===== config.mk =====
export PLATFORM = sky130hd
export DESIGN_NAME = uart_rx_frontend
export DESIGN_NICKNAME = d
export VERILOG_FILES = /design/src/rtl/uart_pkg.sv /design/src/rtl/uart_baud_tick.sv /design/src/rtl/uart_rx_frontend.sv
export SDC_FILE = /design/constraint.sdc
export NUM_CORES = 1
export LEC_CHECK = 0
export CAP_MARGIN = 15
export CORE_ASPECT_RATIO = 0.8
export CORE_MARGIN = 1.5
export CORE_UTILIZATION = 55
export CTS_CLUSTER_DIAMETER = 150
export CTS_CLUSTER_SIZE = 12
export DETAILED_ROUTE_END_ITERATION = 8
export HOLD_SLACK_MARGIN = 0.03
export PLACE_DENSITY = 0.76
export SYNTH_ARGS = -nofsm -noshare
export SYNTH_HDL_FRONTEND = slang
export SYNTH_SLANG_ARGS = --single-unit

===== constraint.sdc =====
create_clock -name clk -period 2.3 [get_ports clk]
set_input_delay 0.345 -clock clk [delete_from_list [all_inputs] [get_ports clk]]
set_output_delay 0.345 -clock clk [all_outputs]
set_load 0.1 [all_outputs]

===== src/rtl/uart_pkg.sv =====
// uart_pkg: shared UART receiver state type, oversampling default and baud divider helper.
package uart_pkg;
    localparam int OVERSAMPLE_DEFAULT = 16;

    typedef enum logic [2:0] {IDLE, START, DATA, PARITY, STOP, BREAK} rx_state_t;

    // Clocks per oversample tick, never below 1 so slow clocks still tick every cycle.
    function automatic int uart_div(input int clk_freq, input int baud_rate, input int oversample);
        int d;
        d = clk_freq / (baud_rate * oversample);
        return (d < 1) ? 1 : d;
    endfunction
endpackage


===== src/rtl/uart_baud_tick.sv =====
// uart_baud_tick: one-cycle tick every DIV clocks, phase cleared by clr, frozen while ena is low.
module uart_baud_tick
    import uart_pkg::*;
#(
    parameter int DIV = uart_div(50_000_000, 115_200, OVERSAMPLE_DEFAULT)
) (
    input  logic clk,
    input  logic reset,
    input  logic ena,
    input  logic clr,
    output logic tick
);
    localparam int CW = (DIV > 1) ? $clog2(DIV) : 1;
    localparam logic [CW-1:0] LAST = CW'(DIV - 1);

    logic [CW-1:0] cnt;

    assign tick = ena && !clr && cnt == LAST;

    always_ff @(posedge clk or posedge reset)
        if (reset)
            cnt <= '0;
        else if (clr)
            cnt <= '0;
        else if (ena)
            cnt <= (cnt == LAST) ? '0 : cnt + 1'b1;
endmodule


===== src/rtl/uart_rx_frontend.sv =====
// uart_rx_frontend: oversampling UART receiver with majority vote, framing/overrun detection
// and a single-entry holding register; UART_RX_PARITY_EN adds an even-parity bit.
module uart_rx_frontend
    import uart_pkg::*;
#(
    parameter int DATA_WIDTH = 8,
    parameter int BAUD_RATE  = 115_200,
    parameter int CLK_FREQ   = 50_000_000,
    parameter int OVERSAMPLE = OVERSAMPLE_DEFAULT
) (
    input  logic                  clk,
    input  logic                  reset,
    input  logic                  ena,
    input  logic                  rx_signal,
    output logic [DATA_WIDTH-1:0] rx_data,
    output logic                  rx_valid,
    input  logic                  rx_ready,
    output logic                  frame_err,
    output logic                  overrun,
    output logic                  parity_err
);
    localparam int TW = $clog2(OVERSAMPLE);
    localparam int BW = (DATA_WIDTH > 1) ? $clog2(DATA_WIDTH) : 1;
    localparam logic [TW-1:0] T_LAST = TW'(OVERSAMPLE - 1);
    localparam logic [TW-1:0] T_MID  = TW'(OVERSAMPLE / 2 + 1);
    localparam logic [BW-1:0] B_LAST = BW'(DATA_WIDTH - 1);

    rx_state_t             state;
    logic                  sync1, sync2, tick, mid, vote;
    logic [1:0]            samp;
    logic [TW-1:0]         tcnt;
    logic [BW-1:0]         bcnt;
    logic [DATA_WIDTH-1:0] shreg;
`ifdef UART_RX_PARITY_EN
    logic                  par_bad;
`else
    assign parity_err = 1'b0;
`endif

    uart_baud_tick #(.DIV(uart_div(CLK_FREQ, BAUD_RATE, OVERSAMPLE))) u_tick (
        .clk  (clk),
        .reset(reset),
        .ena  (ena),
        .clr  (state == IDLE),
        .tick (tick)
    );

    // The decision tick is the third of the three mid-bit samples; the first two are already in samp.
    assign mid  = tick && tcnt == T_MID;
    assign vote = (samp[1] & samp[0]) | (samp[1] & sync2) | (samp[0] & sync2);

    always_ff @(posedge clk or posedge reset)
        if (reset) begin
            sync1 <= 1'b1;
            sync2 <= 1'b1;
        end else begin
            sync1 <= rx_signal;
            sync2 <= sync1;
        end

    always_ff @(posedge clk or posedge reset)
        if (reset) begin
            state     <= IDLE;
            tcnt      <= '0;
            bcnt      <= '0;
            samp      <= 2'b11;
            shreg     <= '0;
            rx_data   <= '0;
            rx_valid  <= 1'b0;
            frame_err <= 1'b0;
            overrun   <= 1'b0;
`ifdef UART_RX_PARITY_EN
            par_bad    <= 1'b0;
            parity_err <= 1'b0;
`endif
        end else if (ena) begin
            frame_err <= 1'b0;
            overrun   <= 1'b0;
`ifdef UART_RX_PARITY_EN
            parity_err <= 1'b0;
`endif
            if (rx_valid && rx_ready)
                rx_valid <= 1'b0;
            if (tick) begin
                samp <= {samp[0], sync2};
                tcnt <= (tcnt == T_LAST) ? '0 : tcnt + 1'b1;
            end
            case (state)
                IDLE:
                    if (!sync2) begin
                        state <= START;
                        tcnt  <= '0;
                        bcnt  <= '0;
                    end
                START:
                    if (mid)
                        state <= vote ? IDLE : DATA;
                DATA:
                    if (mid) begin
                        shreg <= {vote, shreg[DATA_WIDTH-1:1]};
                        bcnt  <= (bcnt == B_LAST) ? '0 : bcnt + 1'b1;
                        if (bcnt == B_LAST)
`ifdef UART_RX_PARITY_EN
                            state <= PARITY;
`else
                            state <= STOP;
`endif
                    end
`ifdef UART_RX_PARITY_EN
                PARITY:
                    if (mid) begin
                        par_bad <= vote != ^shreg;
                        state   <= STOP;
                    end
`endif
                STOP:
                    if (mid) begin
                        if (!vote) begin
                            frame_err <= 1'b1;
                            state     <= BREAK;
                        end else begin
                            state <= IDLE;
`ifdef UART_RX_PARITY_EN
                            parity_err <= par_bad;
`endif
                            if (!rx_valid || rx_ready) begin
                                rx_data  <= shreg;
                                rx_valid <= 1'b1;
                            end else
                                overrun <= 1'b1;
                        end
                    end
                BREAK:
                    if (sync2)
                        state <= IDLE;
                default:
                    state <= IDLE;
            endcase
        end
endmodule


# == Word level (Yosys, flattened, before mapping) ==
# Cells that the tools add are included.
# classes
add_sub_neg,3
n_eq_ne,14
n_mux,32
bitwise_logic,5
n_reduce_logical,15
# ops
op,count
2-to-1 mux 3 bit,10
2-to-1 mux 4 bit,4
2-to-1 mux 5 bit,3
case mux 3 bit (5 select lines),1
2-to-1 mux 1 bit,12
inequality test 2 bit (second input constant),6
equality test 3 bit (second input constant),3
equality test 4 bit (second input constant),2
AND reduction 7 bit,1
case mux 3 bit (2 select lines),1
adder 5 x 1 -> 5 bit (second input constant),1
equality test 5 bit (second input constant),1
AND reduction 5 bit,1
adder 4 x 1 -> 4 bit (second input constant),1
logical AND 1 bit,4
AND reduction 4 bit,1
nonzero test 2 bit,2
adder 3 x 1 -> 3 bit (second input constant),1
AND 1 bit,3
equality test 3 x 1 -> 1 bit (second input constant),1
equality test 3 x 2 -> 1 bit (second input constant),1
logical NOT 3 bit,1
AND reduction 3 bit,1
logical NOT 1 bit,2
other kinds (4),5
# totals
register_bits,38
in_bits,5
output_inout_bits,12

# == Longest topological paths before layout ==
# Gate-level depths: netlist (run 1).
# logic_depth
word_depth,7
ltp_mapped,7
ltp_nobuf,6

# == Modules after synthesis ==
# From an unflattened synthesis (run 1), not the netlist that was laid out.
# unflattened
cells_unflattened,158
hier_area_um2,1880.6
# by_module_without_submodules
mod,n_inst,cells_each,area_each_um2,seq_area_each_um2
uart_rx_frontend,1,125,1586.5,830.8
uart_baud_tick,1,33,294.0,125.1

# == Least setup slack after synthesis (run 1) ==
# Ideal clock, no wire load.
# synth_path
path_type,flip-flop to flip-flop
from,register rx_valid
to,register rx_data[0]
setup_ps,125
arrival_time_ps,1684
required_time_ps,2175
slack_ps,490
path_stages_with_launch,4
path_buffers,0
synth_period_minus_slack_ps,1810
path_cell_list,dfrtp_1 -> nand2b_1 -> nand4_4 -> mux2_4
# synth_via
elab_chain_len,3
# synth_rtl
item,line_no,text
start: declaration,uart_rx_frontend.sv:16,"output logic rx_valid,"
start signal: assignment,uart_rx_frontend.sv:69,rx_valid <= 1'b0;
start signal: assignment,uart_rx_frontend.sv:83,rx_valid <= 1'b0;
start signal: assignment,uart_rx_frontend.sv:128,rx_valid <= 1'b1;
logical NOT 1 bit,uart_rx_frontend.sv:126,if (!rx_valid || rx_ready) begin
logical OR 1 bit,uart_rx_frontend.sv:126,
AND reduction 5 bit (no source line),n/a,
end signal: assignment,uart_rx_frontend.sv:127,rx_data <= shreg;
end: declaration,uart_rx_frontend.sv:15,"output logic [DATA_WIDTH-1:0] rx_data,"
# Every way passes these cells.
# A chain may end at the register's enable or synchronous reset.

# == Worst setup path in the final report (run 1) ==
# layout_path
from,register u_tick.cnt[0]
to,register shreg[7]
# layout_via
elab_chain_len,4
# layout_rtl
item,line_no,text
start: declaration,uart_baud_tick.sv:16,logic [CW-1:0] cnt;
start signal: assignment,uart_baud_tick.sv:26,cnt <= (cnt == LAST) ? '0 : cnt + 1'b1;
equality test 5 bit,uart_baud_tick.sv:18,assign tick = ena && !clr && cnt == LAST;
logical AND 1 bit,uart_baud_tick.sv:18,
logical AND 1 bit,uart_rx_frontend.sv:49,assign mid = tick && tcnt == T_MID;
AND reduction 3 bit (no source line),n/a,
end signal: assignment,uart_rx_frontend.sv:100,"shreg <= {vote, shreg[DATA_WIDTH-1:1]};"
end: declaration,uart_rx_frontend.sv:33,logic [DATA_WIDTH-1:0] shreg;
# Every way passes these cells.

==> summary.md, run 1 <==
| Metric | Value |
|---|---|
| XOR/XNOR Fraction of Synth Area | `0.8934%` |
| Crit Path Max Fanout | `8` |
| Num rows | `19` |
| Max_cap viols | `0` |
| Status | `completed` |
| Area Overhead vs Synth | `12.00%` |
| First DRT Iteration DRCs | `67` |
| Worst-path clk slew | `0.07 ns` |
| Setup CP Type | `reg -> reg` |
| Die width | `69.76 microns` |
| Register bit total from synthesis | `38` |
| Sequential element share of the synthesized area | `48.76%` |
| FF-to-FF End | `shreg[7]` |
| Total GRT Usage | `20.54%` |
| Final hold viol count | `0` |
| Routed wl met3 | `138 microns` |
| CP required | `2.47 ns` |
| Largest family of logic cells by synthesized area | `multiplexers` |
| DP Area | `2105 sq um` |
| Final ANT Viol Nets | `0` |
| Post-synth top flop | `dfrtp_1` |
| Post-Layout Cell Count | `219` |
| Simple-Gate Fraction of Synth Area | `14.36%` |
| WL/cell | `15.72 microns` |
| Clk root buf | `clkbuf_8` |
| Worst skew pair latency | `0.28 ns` |
| GPL Wtd Cong | `0.8599` |
| Final Slew Violations | `0` |
| Worst-path cell chain | `inv_1 -> ha_1 -> and4b_1 -> and2_4 -> and3_4 -> mux2_4` |
| Area of the core | `3423 sq um` |
| Fin crit period | `1.935 ns` |
| Cells after Synth | `157` |
| Skew final | `0.003299 ns` |
| PortBufs | `15` |
| Initial antenna violation count | `0` |
| Clock sink count | `38` |
| Max Root-Sink Buffers | `2` |
| Global route overflow | `0` |
| TritonCTS clock tree | `yes` |
| Top-area cell type share of the netlist area | `43.40%` |
| Critical path's largest stage delay | `0.42 ns` |
| Setup tns final | `0 ns` |
| VDD IR max | `0.4170 mV` |
| Worst setup SP type | `register` |
| Synth area leaders | `dfrtp_1 43%, mux2_4 13%, dfstp_2 5.4%` |
| CTS H-tree lvls | `2` |
| Hold path endpoint | `sync2` |
| DP HPWL | `2.467 mm` |
| Syn Area/Cell | `12.49 sq um` |
| Placed Cells incl. Taps | `211` |
| Largest delay share family, worst path | `simple AND/OR/NAND/NOR gates` |
| Number of flops mapped to enable cells by yosys | `0` |
| Distinct cell type count after synthesis | `47` |
| M1 wire length | `1.704 mm` |
| Residual DRC count | `0` |
| Nets@finish | `187` |
| Yosys Warn Count | `0` |
| Final period utilization | `84.11%` |
| Cells on worst reg2reg path | `6` |
| Syn nets | `168` |
| Hold Startpoint | `sync1` |
| Slowest-stage cell, CP | `dfrtp_1` |
| CP bufs+invs | `1` |
| Static leakage | `1.103 nW` |
| Num ports | `17` |
| Die H | `56.40 microns` |
| Reg-to-reg startpoint | `u_tick.cnt[0]` |
| Starting Density | `57.27%` |
| Post-CTS Resized | `0` |
| Max Used Layer | `met4` |
| TritonRoute pass-1 iters | `4` |
| Pwr Total | `0.001275 W` |
| Via count | `1241` |
| Vias per cell | `5.667` |
| First-pass GRT wire length | `6.354 mm` |
| Setup Buffers After CTS | `0` |
| DRT Wirelength | `3.443 mm` |
| ANT cells | `0` |
| Highest Clock Rate | `516.9 MHz` |
| CP arrival | `2.11 ns` |
| Ys async rst share | `100.0%` |
| Hold WS | `0.3606 ns` |
| Reg2Reg Setup Slack | `0.37 ns` |
| Final setup fails | `0` |
| Worst-Margin Slew | `0.5354 ns` |
| Vias in the first global route | `1290` |
| Largest net degree at the start of global routing | `39` |
| Mapped cell area | `1961 sq um` |
| Capturing element type of the critical path | `register` |
| Mux share of post-synthesis cell area | `16.46%` |
| PD cells | `580.8 nW/um^2` |
| Die area | `3934 sq um` |
| Slew margin rel. | `64.31%` |
| WL met2 | `1.551 mm` |
| Layout cells sized above 1 | `31.07%` |
| Min-delay worst type | `reg -> reg` |
| Post-Layout Inst Area | `2196 sq um` |
| CTS buffer count | `5` |
| Hold path cells | `0` |
| Leading area contributor after synthesis | `dfrtp_1` |
| CTS Hold Buffers Added | `0` |
| RSZ-0062 raised after global routing | `no` |
| Synth Area in Compound Gates | `10.85%` |
| Adder-cell share of the synthesized area | `4.403%` |
## how the worst max path moves through the flow
stage | startpoint | to | slack (ns) | cells after the start
4_1_cts | u_tick.cnt[0] | shreg[2] | 0.38 | 6
5_1_grt | u_tick.cnt[0] | shreg[7] | 0.26 | 6
2_1_floorplan | rx_valid | rx_data[0] | 0.49 | 3
3_5_place_dp | ena | state[0] | 0.14 | 5
3_3_place_gp | ena | state[0] | 0.22 | 5
6_report | u_tick.cnt[0] | shreg[7] | 0.37 | 6
## metrics by stage
step | util, % | setup slack (ns)
5_1_grt | 64.14 | 0.2554
6_report | 64.14 | 0.3655
3_5_place_dp | 61.48 | 0.1379
3_3_place_gp | 61.48 | 0.2178
2_1_floorplan | - | 0.4904
4_1_cts | 64.14 | 0.3760
## cells in the final DEF (no fill, tap or decap), types with 2 or more instances in the layout
| cell | count |
|---|---|
| ha_1 | 6 |
| nand3_1 | 4 |
| clkbuf_8 | 6 |
| o21ai_1 | 3 |
| buf_4 | 14 |
| xor2_1 | 2 |
| or3_1 | 2 |
| a31oi_1 | 3 |
| o2bb2ai_1 | 2 |
| and3_1 | 3 |
| nor2_1 | 7 |
| mux2_4 | 17 |
| o21ai_0 | 6 |
| dfrtp_1 | 34 |
| a21oi_1 | 5 |
| inv_1 | 7 |
| clkdlybuf4s50_1 | 4 |
| mux2_1 | 4 |
| mux2_2 | 2 |
| o211ai_1 | 2 |
| dfstp_2 | 4 |
| nand2_1 | 11 |
| nor3_1 | 3 |
## state kept, by name, indices dropped and copies added, names as in the netlist, 2 cells and up
| name | count |
|---|---|
| tcnt | 4 |
| samp | 2 |
| bcnt | 3 |
| shreg | 8 |
| u_tick.cnt | 5 |
| state | 3 |
| rx_data | 8 |
## power by group
part,internal (W),leakage (nW),switching [W]
Combinational,0.0000348,0.554,0.0000520
Clock,0.000242,0.0482,0.000224
Sequential,0.000694,0.501,0.0000283
Total,0.000971,1.10,0.000305
## cells by family (layout without fill, tap and decap cells)
| family | Yosys count | count (layout) |
|---|---|---|
| and+or+nand+nor | 44 | 44 |
| DFF | 38 | 38 |
| AOI/OAI and AO/OA | 29 | 29 |
| muxes | 23 | 23 |
| buffers and inverters | 13 | 33 |
| adders and majority gates | 7 | 7 |
| xor gates and xnor gates | 2 | 2 |
| other | 1 | 1 |
## routing by layer
layer	vias up	GRT usage [%]
met5	-	0
met4	0	6.593
met3	5	4.488
met2	24	31.32
met1	613	29.56
li1	599	-
## synth_stat cells (all sizes together) (2+ instances only)
master / instances
dfrtp: 34
mux2: 23
nand2: 11
nor2: 9
o21ai: 9
inv: 7
buf: 6
ha: 6
a21oi: 5
and3: 4
dfstp: 4
nand3: 4
a31oi: 3
nor3: 3
and2: 2
nor4b: 2
o211ai: 2
o2bb2ai: 2
or3: 2
xor2: 2
## area by class of cell
type / count / area, sq um
Fill cell: 269 / 1227
Sequential cell: 38 / 955.9
Multi-Input combinational cell: 106 / 924.6
Timing Repair Buffer: 18 / 145.1
Clock buffer: 7 / 86.33
Tap cell: 42 / 52.55
Inverter: 7 / 26.28
Clock inverter: 1 / 5.005
Note: power is estimated with default switching activity, not from simulation.
==> run 2, diff against run 1 <==
==> constraint.sdc (replaced) <==
create_clock -name clk -period 1.9 [get_ports clk]
set_input_delay 0.285 -clock clk [delete_from_list [all_inputs] [get_ports clk]]
set_output_delay 0.285 -clock clk [all_outputs]
set_load 0.1 [all_outputs]
==> run 2 against run 1 <==
  * Worst setup slack lost 0.28 ns
  * Critical path depth unchanged
  * Cell count grew 4.6%
  * Utilization is 2.9 points higher
  * Flip-flop and latch count did not move
  * Clock skew rose by 0.0070 ns
  * Clock power rose by 48%
  * Sequential share of layout area fell by 1.9 points
  * Sequential power rose by 21%
  * Count of clock-buffer cells in the layout is 2 lower
  * Highest routed layer unchanged
==> summary.md, run 2 (synthesized netlist as in run 1, its figures left out) <==
| Metric | Value |
|---|---|
| Vias in the first global route | `1300 (was 1290)` |
| Final period utilization | `95.32% (was 84.11%)` |
| CTS buffer count | `5 (unchanged)` |
| Setup Buffers After CTS | `0 (unchanged)` |
| Status | `completed (unchanged)` |
| Most frequent cells in the layout | `34 x dfrtp_1, 24 x buf_4, 17 x mux2_4 (was 34 x dfrtp_1, 17 x mux2_4, 14 x buf_4)` |
| Cells on worst reg2reg path | `6 (unchanged)` |
| Final ANT Viol Nets | `0 (unchanged)` |
| DP HPWL | `2.621 mm (was 2.467 mm)` |
| Slowest-stage cell, CP | `dfrtp_1 (unchanged)` |
| Most common library cell in the layout ignoring fill and taps | `dfrtp_1 (unchanged)` |
| Critical path startpoint | `tcnt[1] (was u_tick.cnt[0])` |
| Area Overhead vs Synth | `17.04% (was 12.00%)` |
| Nets@finish | `197 (was 187)` |
| Highest Clock Rate | `552.2 MHz (was 516.9 MHz)` |
| TritonRoute pass-1 iters | `4 (unchanged)` |
| Num ports | `17 (unchanged)` |
| DRT Wirelength | `3.752 mm (was 3.443 mm)` |
| Min-delay worst type | `reg -> reg (unchanged)` |
| Placed Cells incl. Taps | `221 (was 211)` |
| Fin crit period | `1.811 ns (was 1.935 ns)` |
| Layout cells sized above 1 | `35.83% (was 31.07%)` |
| CP bufs+invs | `1 (unchanged)` |
| Pre-CTS WS | `-0.08997 ns (was 0.1379 ns)` |
| Switching part of the total | `23.79% (was 23.89%)` |
| Sequential Power Share | `51.8% (was 56.6%)` |
| Hold path cells | `0 (unchanged)` |
| Clock sink count | `38 (unchanged)` |
| Skew final | `0.01034 ns (was 0.003299 ns)` |
| First DRT Iteration DRCs | `106 (was 67)` |
| VDD IR max | `0.5522 mV (was 0.4170 mV)` |
| Max_cap viols | `0 (unchanged)` |
| Starting Density | `57.27% (unchanged)` |
| Static leakage | `1.154 nW (was 1.103 nW)` |
| Die H | `56.40 microns (unchanged)` |
| CP arrival | `1.99 ns (was 2.11 ns)` |
| Num rows | `19 (unchanged)` |
| Max Root-Sink Buffers | `2 (unchanged)` |
| Capturing element type of the critical path | `register (unchanged)` |
| PortBufs | `15 (unchanged)` |
| Largest net degree at the start of global routing | `39 (unchanged)` |
| Setup tns final | `0 ns (unchanged)` |
| Vias per cell | `5.729 (was 5.667)` |
| Worst setup SP type | `register (unchanged)` |
| CP required | `2.08 ns (was 2.47 ns)` |
| Final hold viol count | `0 (unchanged)` |
| Die width | `69.76 microns (unchanged)` |
| Final Slew Violations | `0 (unchanged)` |
| Global route overflow | `0 (unchanged)` |
| Setup slack after layout | `0.08898 ns (was 0.3655 ns)` |
| Comb pwr share | `7.3% (was 6.8%)` |
| Setup CP Type | `reg -> reg (unchanged)` |
| ANT cells | `0 (unchanged)` |
| Area of the core | `3423 sq um (unchanged)` |
| Die area | `3934 sq um (unchanged)` |
| Fill cells | `262 (was 269)` |
| Worst skew pair latency | `0.30 ns (was 0.28 ns)` |
| Total GRT Usage | `21.41% (was 20.54%)` |
| RSZ-0062 raised after global routing | `no (unchanged)` |
| Reg-to-reg startpoint | `tcnt[1] (was u_tick.cnt[0])` |
| NetSw | `0.0004005 W (was 0.0003046 W)` |
| Pwr Total | `0.001683 W (was 0.001275 W)` |
| First-pass GRT wire length | `6.361 mm (was 6.354 mm)` |
| Largest regs | `rx_data: 8 flops, shreg: 8 flops, u_tick.cnt: 5 flops (unchanged)` |
| Largest delay share family, worst path | `simple AND/OR/NAND/NOR gates (unchanged)` |
| Clock share of power | `40.9% (was 36.5%)` |
| Cell internal pwr | `0.001283 W (was 0.0009707 W)` |
| CTS H-tree lvls | `2 (unchanged)` |
| GPL Wtd Cong | `0.8161 (was 0.8599)` |
| Crit Path Max Fanout | `8 (unchanged)` |
| WL/cell | `16.38 microns (was 15.72 microns)` |
| Reg2Reg Setup Slack | `0.09 ns (was 0.37 ns)` |
| Critical path's largest stage delay | `0.40 ns (was 0.42 ns)` |
| Critical Path Stages | `6 (unchanged)` |
| Initial antenna violation count | `0 (unchanged)` |
| Post-Layout Cell Count | `229 (was 219)` |
| Final setup fails | `0 (unchanged)` |
| TritonCTS clock tree | `yes (unchanged)` |
| Via count | `1312 (was 1241)` |
| Worst-path cell chain | `inv_1 -> ha_1 -> and3b_1 -> and2_4 -> and3_4 -> mux2_4 (was inv_1 -> ha_1 -> and4b_1 -> and2_4 -> and3_4 -> mux2_4)` |
| FF-to-FF End | `shreg[6] (was shreg[7])` |
| Residual DRC count | `0 (unchanged)` |
| Worst-path clk slew | `0.07 ns (about the same)` |
| Clk root buf | `clkbuf_8 (unchanged)` |
| PD cells | `733.6 nW/um^2 (was 580.8 nW/um^2)` |
| CP endpoint | `shreg[6] (was shreg[7])` |
## run 2: area by class of cell
type / count / area (sq um) / area share, %
Clock buffer: 5 / 68.82 / 2.999
Clock inverter: 3 / 45.04 / 1.963
Inverter: 7 / 26.28 / 1.145
Multi-Input combinational cell: 106 / 925.9 / 40.35
Sequential cell: 38 / 955.9 / 41.66
Tap cell: 42 / 52.55 / 2.290
Timing Repair Buffer: 28 / 220.2 / 9.597
## run 2: worst min path at each step
stage | start | to | slack [ns]
2_1_floorplan | rx_signal | sync1 | 0.29
5_1_grt | sync1 | sync2 | 0.37
6_report | sync1 | sync2 | 0.36
4_1_cts | sync1 | sync2 | 0.36
3_5_place_dp | sync1 | sync2 | 0.35
3_3_place_gp | sync1 | sync2 | 0.35
## run 2: layer usage
| metal | GRT usage [%] | share of wire, % |
|---|---|---|
| met5 | 0 | 0 |
| met4 | 9.615 | 1.8 |
| met3 | 5.745 | 4.7 |
| met2 | 33.10 | 48 |
| met1 | 28.52 | 46 |
## run 2: what timing repair did
item	4_1_cts	5_1_grt
hold buffers	0	0
setup endpoints to repair	0	1
resized for setup	0	1
## run 2: power by group through the flow
| stage | registers [W] | clock network [W] | logic (W) |
|---|---|---|---|
| final | 0.000872 | 0.000689 | 0.000122 |
| after global routing | 0.000877 | 0.000745 | 0.000141 |
| after CTS | 0.000872 | 0.000706 | 0.000124 |
| after detailed placement | 0.000886 | 0 | 0.000122 |
| after global placement | 0.000883 | 0 | 0.000116 |
| after floorplan | 0.000880 | 0 | 0.0000814 |
## run 2: per-stage QoR
| stage | instance area [sq um] | hold slack, ns | utilization [%] |
|---|---|---|---|
| after floorplan | 1961 | 0.2895 | - |
| after global placement | 2180 | 0.3494 | 63.67 |
| after detailed placement | 2180 | 0.3515 | 63.67 |
| after CTS | 2293 | 0.3622 | 67.00 |
| after global routing | 2295 | 0.3689 | 67.03 |
| final | 2295 | 0.3614 | 67.03 |
